$ cat src/rtl/m2vcolbuf.sv
// m2vcolbuf: column buffer between the dequantiser and the IDCT engine.
// Pulls 64 sign-magnitude coefficients per block in 8-coefficient bursts,
// converts them to two's complement and hands 8-row column vectors to the
// IDCT under valid/ready, with per-column non-zero masks and a block-zero flag.
//
// Ports:
//   clk, reset_n (async, active-low), softreset (sync, same effect)
//   blk_ready            : pulse, one more full block is available upstream
//   coef_next            : coefficient request; data follows one cycle later
//   coef_sign, coef_data : sign-magnitude coefficient (sign 1 = negative)
//   col_valid/col_ready  : column handshake towards the IDCT
//   col_data             : rows 0..7, row r at [CW*r +: CW]
//   col_index, col_nz, col_last, blk_zero : column side information
//   busy                 : blocks pending or column data held internally
//   err_ovf              : sticky, blk_ready seen with two blocks pending
//
// state | meaning
// IDLE  | nothing to fetch
// BURST | coef_next high for 8 cycles (one column)
// WAIT  | column assembling/full, waiting for the output register

module m2vcolbuf #(
  parameter int CW = 12
) (
  input  logic            clk,
  input  logic            reset_n,
  input  logic            softreset,
  input  logic            blk_ready,
  output logic            coef_next,
  input  logic            coef_sign,
  input  logic [CW-1:0]   coef_data,
  output logic            col_valid,
  input  logic            col_ready,
  output logic [8*CW-1:0] col_data,
  output logic [2:0]      col_index,
  output logic [7:0]      col_nz,
  output logic            col_last,
  output logic            blk_zero,
  output logic            busy,
  output logic            err_ovf
);

  typedef enum logic [1:0] {IDLE, BURST, WAIT} state_t;

  state_t             state_q;
  logic               coef_next_q, vld_q, asm_full_q, col_valid_q;
  logic               col_last_q, blk_zero_q, zacc_q, err_q;
  logic [2:0]         bcnt_q, icol_q, wrow_q, ocol_q, col_index_q;
  logic [1:0]         pend_q;
  logic [7:0][CW-1:0] asm_q, col_data_q, vec_now;
  logic [7:0]         asm_nz_q, col_nz_q, nz_now;
  logic [CW-1:0]      conv;
  logic               conv_nz, last_in, full_now, move, issue_last, more;

  assign conv    = coef_sign ? (~coef_data + CW'(1)) : coef_data;
  assign conv_nz = |conv;

  // The 8th datum of a column is forwarded straight into the output register
  // so the column is visible the cycle after it arrives.
  assign last_in    = vld_q && (wrow_q == 3'd7);
  assign full_now   = asm_full_q || last_in;
  assign move       = (state_q == WAIT) && full_now && (!col_valid_q || col_ready);
  // The current block stays counted in pend_q until its 64th request goes out,
  // so pend_q != 0 also covers "columns of this block remain".
  assign issue_last = coef_next_q && (bcnt_q == 3'd7) && (icol_q == 3'd7);
  assign more       = (pend_q != 2'd0) || blk_ready;

  always_comb begin
    vec_now = asm_q;
    nz_now  = asm_nz_q;
    if (vld_q) begin
      vec_now[7] = conv;
      nz_now[7]  = conv_nz;
    end
  end

  always_ff @(posedge clk or negedge reset_n) begin
    if (!reset_n) begin
      state_q     <= IDLE;
      coef_next_q <= 1'b0;
      vld_q       <= 1'b0;
      bcnt_q      <= 3'd0;
      icol_q      <= 3'd0;
      wrow_q      <= 3'd0;
      ocol_q      <= 3'd0;
      pend_q      <= 2'd0;
      asm_q       <= '0;
      asm_nz_q    <= 8'h00;
      asm_full_q  <= 1'b0;
      col_valid_q <= 1'b0;
      col_data_q  <= '0;
      col_index_q <= 3'd0;
      col_nz_q    <= 8'h00;
      col_last_q  <= 1'b0;
      blk_zero_q  <= 1'b0;
      zacc_q      <= 1'b0;
      err_q       <= 1'b0;
    end else if (softreset) begin
      state_q     <= IDLE;
      coef_next_q <= 1'b0;
      vld_q       <= 1'b0;
      bcnt_q      <= 3'd0;
      icol_q      <= 3'd0;
      wrow_q      <= 3'd0;
      ocol_q      <= 3'd0;
      pend_q      <= 2'd0;
      asm_q       <= '0;
      asm_nz_q    <= 8'h00;
      asm_full_q  <= 1'b0;
      col_valid_q <= 1'b0;
      col_data_q  <= '0;
      col_index_q <= 3'd0;
      col_nz_q    <= 8'h00;
      col_last_q  <= 1'b0;
      blk_zero_q  <= 1'b0;
      zacc_q      <= 1'b0;
      err_q       <= 1'b0;
    end else begin
      // pending block count
      if (blk_ready && !issue_last) begin
        if (pend_q == 2'd2) err_q <= 1'b1;
        else                pend_q <= pend_q + 2'd1;
      end else if (issue_last && !blk_ready) begin
        pend_q <= pend_q - 2'd1;
      end

      // coefficient capture, one cycle behind the request
      vld_q <= coef_next_q;
      if (vld_q) begin
        asm_q[wrow_q]    <= conv;
        asm_nz_q[wrow_q] <= conv_nz;
        wrow_q           <= wrow_q + 3'd1;
      end
      if (move)         asm_full_q <= 1'b0;
      else if (last_in) asm_full_q <= 1'b1;

      // output register
      if (move) begin
        col_valid_q <= 1'b1;
        col_data_q  <= vec_now;
        col_nz_q    <= nz_now;
        col_index_q <= ocol_q;
        col_last_q  <= (ocol_q == 3'd7);
        blk_zero_q  <= (ocol_q == 3'd7) && !(zacc_q || (|nz_now));
        zacc_q      <= (ocol_q == 3'd7) ? 1'b0 : (zacc_q || (|nz_now));
        ocol_q      <= ocol_q + 3'd1;
      end else if (col_valid_q && col_ready) begin
        col_valid_q <= 1'b0;
      end

      case (state_q)
        IDLE: begin
          if (more && !asm_full_q) begin
            state_q     <= BURST;
            coef_next_q <= 1'b1;
          end
        end
        BURST: begin
          bcnt_q <= bcnt_q + 3'd1;
          if (bcnt_q == 3'd7) begin
            state_q     <= WAIT;
            coef_next_q <= 1'b0;
            icol_q      <= icol_q + 3'd1;
          end
        end
        WAIT: begin
          if (move) begin
            if (more) begin
              state_q     <= BURST;
              coef_next_q <= 1'b1;
            end else begin
              state_q <= IDLE;
            end
          end
        end
        default: state_q <= IDLE;
      endcase
    end
  end

  assign coef_next = coef_next_q;
  assign col_valid = col_valid_q;
  assign col_data  = col_data_q;
  assign col_index = col_index_q;
  assign col_nz    = col_nz_q;
  assign col_last  = col_last_q;
  assign blk_zero  = blk_zero_q;
  assign err_ovf   = err_q;
  assign busy      = (pend_q != 2'd0) || col_valid_q || asm_full_q || vld_q ||
                     (wrow_q != 3'd0);

endmodule

$ cat config.mk
export PLATFORM = sky130hd
export DESIGN_NAME = m2vcolbuf
export DESIGN_NICKNAME = d
export VERILOG_FILES = /design/src/rtl/m2vcolbuf.sv
export SDC_FILE = /design/constraint.sdc
export NUM_CORES = 1
export LEC_CHECK = 0
export ABC_AREA = 1
export BUFFER_PORTS_ARGS = -buffer_cell sky130_fd_sc_hd__clkbuf_2
export CORE_UTILIZATION = 57
export DETAILED_ROUTE_END_ITERATION = 8
export PLACE_DENSITY = 0.79
export SLEW_MARGIN = 20
export SYNTH_ARGS = -nofsm -noshare
export SYNTH_HDL_FRONTEND = slang
export SYNTH_SLANG_ARGS = --single-unit
$ cat constraint.sdc
create_clock -name clk -period 2.1 [get_ports clk]
set_clock_uncertainty 0.1 [all_clocks]
set_input_delay 0 -clock clk [delete_from_list [all_inputs] [get_ports clk]]
set_output_delay 0 -clock clk [all_outputs]
set_load 0.01 [all_outputs]
==> summary.md <==
| Metric | Value |
|---|---|
| Post-Place Worst Slack | 219 ps |
| Worst-Skew Late Latency | between 500 and 600 ps |
| Slack of the critical path | 143 ps |
| Initial Util | 59.2% |
| Synth Instances | 980 |
| DRC | 0 |
| Leakage | ~0.0056 uW |
| Nets | 1165 |
| Area leader, netlist | dfrtp_1 |
| Chain of cells forming the critical path | ha_1 > ha_1 > nand2_1 > nand2_1 > o211ai_2 > nand2_2 > clkinv_2 > buf_4 > nand2_1 > o21ai_0 |
| Max incr delay on CP | roughly 400 ps |
| Die area | 0.0172 mm^2 |
| Root Buffer | clkbuf_16 |
| Syn Nets | 1013 |
| Cts hold-fix bufs | 8 |
| Cell Count, Final, Fillers Out | 1360 |
| CP max-delay cell | dfrtp_1 |
| Most frequent CP cell | nand2_1 |
| Final Max Tran Viols | 0 |
| Comb power frac | 13.4% |
| Unrepaired setup endpoints after global routing | no |
| Vias | 7607 |
| Final min period | 1960 ps |
| CTS buffer count | 24 |
| Net switching fraction of the power | between 20% and 30% |
| Antenna-violating nets left | 0 |
| GRT Resource Usage Total | 28.3% |
| Setup slack, reg-to-reg | 140 ps |
| Min-Delay Path Class | in -> reg |
| Cell Area, Synth | 0.00951 mm^2 |
| R2r endpoint | col_data[56]$_DFFE_PN0N_ |
| PostCTS Resize Cnt | 0 |
| Core area | ~0.016 mm^2 |
| WP buf/inv | 2 |
| Antenna violations before repair | 0 |
| Hold path start | coef_data[5] |
| Area contributors post-synth | dfrtp_1 (62%), nand2_1 (7.5%), o22ai_1 (6.4%), o21ai_0 (5.7%), inv_1 (5.4%) |
| Die Height | 131 um |
| GRT overflow | 0 |
| Die W | 131 um |
| Clock sinks | 235 |
| Setup crit end kind | flip-flop |
| #FFs+latches synth | 235 |
| Crit Path Category | reg -> reg |
| Hold EP | col_data[89]$_DFFE_PN0N_ |
| Yosys warns | 0 |
| Peak Freq | 0.511 GHz |
| Vias in the first global route | 7359 |
| WL/cell | 17.4 um |
| Reg2reg path depth | 10 |
| Post-CTS Setup Inserts | 0 |
| Worst Path Arrival | 2260 ps |
| Worst EP required | 2410 ps |
| P_int | 7430 uW |
| Area Overhead vs Synth | 19.4% |
| Crit path max fanout | 31 |
| Clock buffer depth | 3 |
| Sum Neg Setup Slack | 0 ps |
| Critical Path Source Type | flip-flop |
| Vias/cell | roughly 5.6 |
| WHS Path Cells | 7 |
| Util after Layout | 70.7% |
| Final hold violation count | 0 |
| Final Setup Violations | 0 |
| DRT Pass-1 Iters | 5 |
| Sequential share of the synthesized area | 61.9% |
| Reg2reg start | wrow_q[0]$_DFFE_PN0P_ |
| GP Congestion | 0.875 |
| Maximum VDD drop | 0.638 mV |
| WL final | 23700 um |
| Status | finished clean |
| Iter 0 DRT Violations | 555 |
| Post-synth top area share | 61.9% |
| Pwr/cell area | 895 mW/mm^2 |
| Port bufs | 130 |
| Rel. slew slack | 65.9% |
| Ratio of cells with drive above 1 in the final layout | 19.8% |
| Post-DP HPWL | 15600 um |
| Largest net degree at the start of global routing | 80 |
| Global-route wire length before repair | 38700 um |
| Synth cell types | 34 |
| Syn Area/Cell | between 9 and 10 um^2 |
| CP delay by family, top | buffers and inverters |
| Slew of the pin with the lowest slew margin | 510 ps |
| Worst-path clk slew | 60 ps |
| CTS tree | done |
| IO Count | around 130 |
| Cells after DPL | 1314 |
| Site Rows | 46 |
| Antenna cells | 0 |
| Post-route clock period utilization | 93.2% |
| Clk network pwr share | roughly 40% |
| Max_cap viols | 0 |
| Switching Power | 2720 uW |
| Reg power frac | 46.8% |
| Worst hold margin | between 20 and 25 ps |
| H-tree levels | 1 |
synth_stat cells:
cell type  count
o21a_1         1
buf_4          1
or2_2          1
inv_1        137
nand3b_1       1
a22o_1         7
nor2_1        37
o21ai_1       18
nor3_1         3
buf_2         33
a211oi_1       1
xor2_1         1
nand4_2        1
a31oi_4        1
o211ai_2       1
clkbuf_1      11
nor4_1         1
inv_2         10
o211ai_1       3
o31ai_1        3
o31ai_2        2
buf_1          2
dfrtp_1      235
o21ai_0      109
nor2_2         2
buf_8          1
buf_6          2
nand2_1      189
nand3_1       28
a21oi_1       13
nand2_2        8
nand4_1        4
o22ai_1       98
ha_1          15
how the worst max path moves through the flow:
| stage | endpoint | from | cells after the start |
|---|---|---|---|
| 6_report | col_data[56]$_DFFE_PN0N_ | wrow_q[0]$_DFFE_PN0P_ | 10 |
| 5_1_grt | col_data[56]$_DFFE_PN0N_ | wrow_q[0]$_DFFE_PN0P_ | 10 |
| 4_1_cts | col_data[56]$_DFFE_PN0N_ | wrow_q[0]$_DFFE_PN0P_ | 10 |
| 3_5_place_dp | coef_next$_DFFE_PN0P_ | state_q[0]$_DFFE_PN0P_ | 11 |
| 3_3_place_gp | coef_next$_DFFE_PN0P_ | wrow_q[0]$_DFFE_PN0P_ | 13 |
| 2_1_floorplan | col_data[60]$_DFFE_PN0N_ | wrow_q[0]$_DFFE_PN0P_ | 10 |
flip-flops by register name, summed over array words and instances (netlist names), 2 cells and up:
register and flops:
col_nz 8, col_data 96, asm_nz_q 8, icol_q 3, state_q 2, ocol_q 3
col_index 3, wrow_q 3, bcnt_q 3, asm_q 96, pend_q 2
power by group through the flow:
| stage | Sequential (uW) | Combinational, uW | Clock [uW] |
|---|---|---|---|
| finish | 4750 | 1360 | 4040 |
| global route | 4760 | 1490 | 4250 |
| CTS | 4750 | 1350 | 4080 |
| detailed placement | 4830 | 1320 | 0 |
| global placement | 4820 | 1290 | 0 |
| floorplan | 4820 | 786 | 0 |
routing by layer:
metal	up-vias	track usage [%]	wire, um	part of all wire (%)
li1	3531	-	-	-
met1	3731	40.8	10300	44
met2	298	44.6	11300	48
met3	47	3.97	1410	5.9
met4	0	8.89	652	2.8
met5	-	0	0	0
through the flow:
stage | power (uW) | area (um^2)
final | 10200 | 11300
after global routing | 10500 | 11300
after CTS | 10200 | 11300
after detailed placement | 6150 | 10500
after global placement | 6110 | 10500
after floorplan | 5610 | 9510
logic make-up after synthesis:
logic type	Yosys count	share of synthesized area, %
xor gates and xnor gates	1	0.0922
and+or+nand+nor	275	11.8
buffers and inverters	197	8.53
AOI/OAI and AO/OA	257	15.7
DFF	235	61.9
adders and majority gates	15	1.97
cell usage in the layout, fill, tap and decap left out, types with 2 or more instances in the layout:
cell and n:
dfrtp_1 235, nand2_1 189, inv_1 137, clkbuf_2 129
o21ai_0 109, o22ai_1 98, nor2_1 37, buf_4 33
nand3_1 28, clkbuf_16 24, o21ai_1 18, ha_1 15
a21oi_1 13, inv_2 9, nand2_2 8, dlygate4sd3_1 8
a22o_1 7, clkbuf_1 5, buf_12 5, nand4_1 4
clkbuf_8 4, nor3_1 3, clkinv_2 3, o211ai_1 3
o31ai_1 3, nor2_2 2, o31ai_2 2
area by class of cell:
type	instances	area, um^2
multi-input cells	548	2810
clock buffers	33	674
fillers	1150	4710
clock inverters	5	65.1
well taps	216	270
flip-flops and latches	235	5880
inverters	147	553
repair buffers	176	1090
worst min-delay path, stage by stage:
cell,delay [ps]
clkbuf_2,120
nand3_1,90
nand2_1,50
inv_1,60
nor2_1,60
a21oi_1,110
o21ai_0,80
Note: power is estimated with default switching activity, not from simulation.
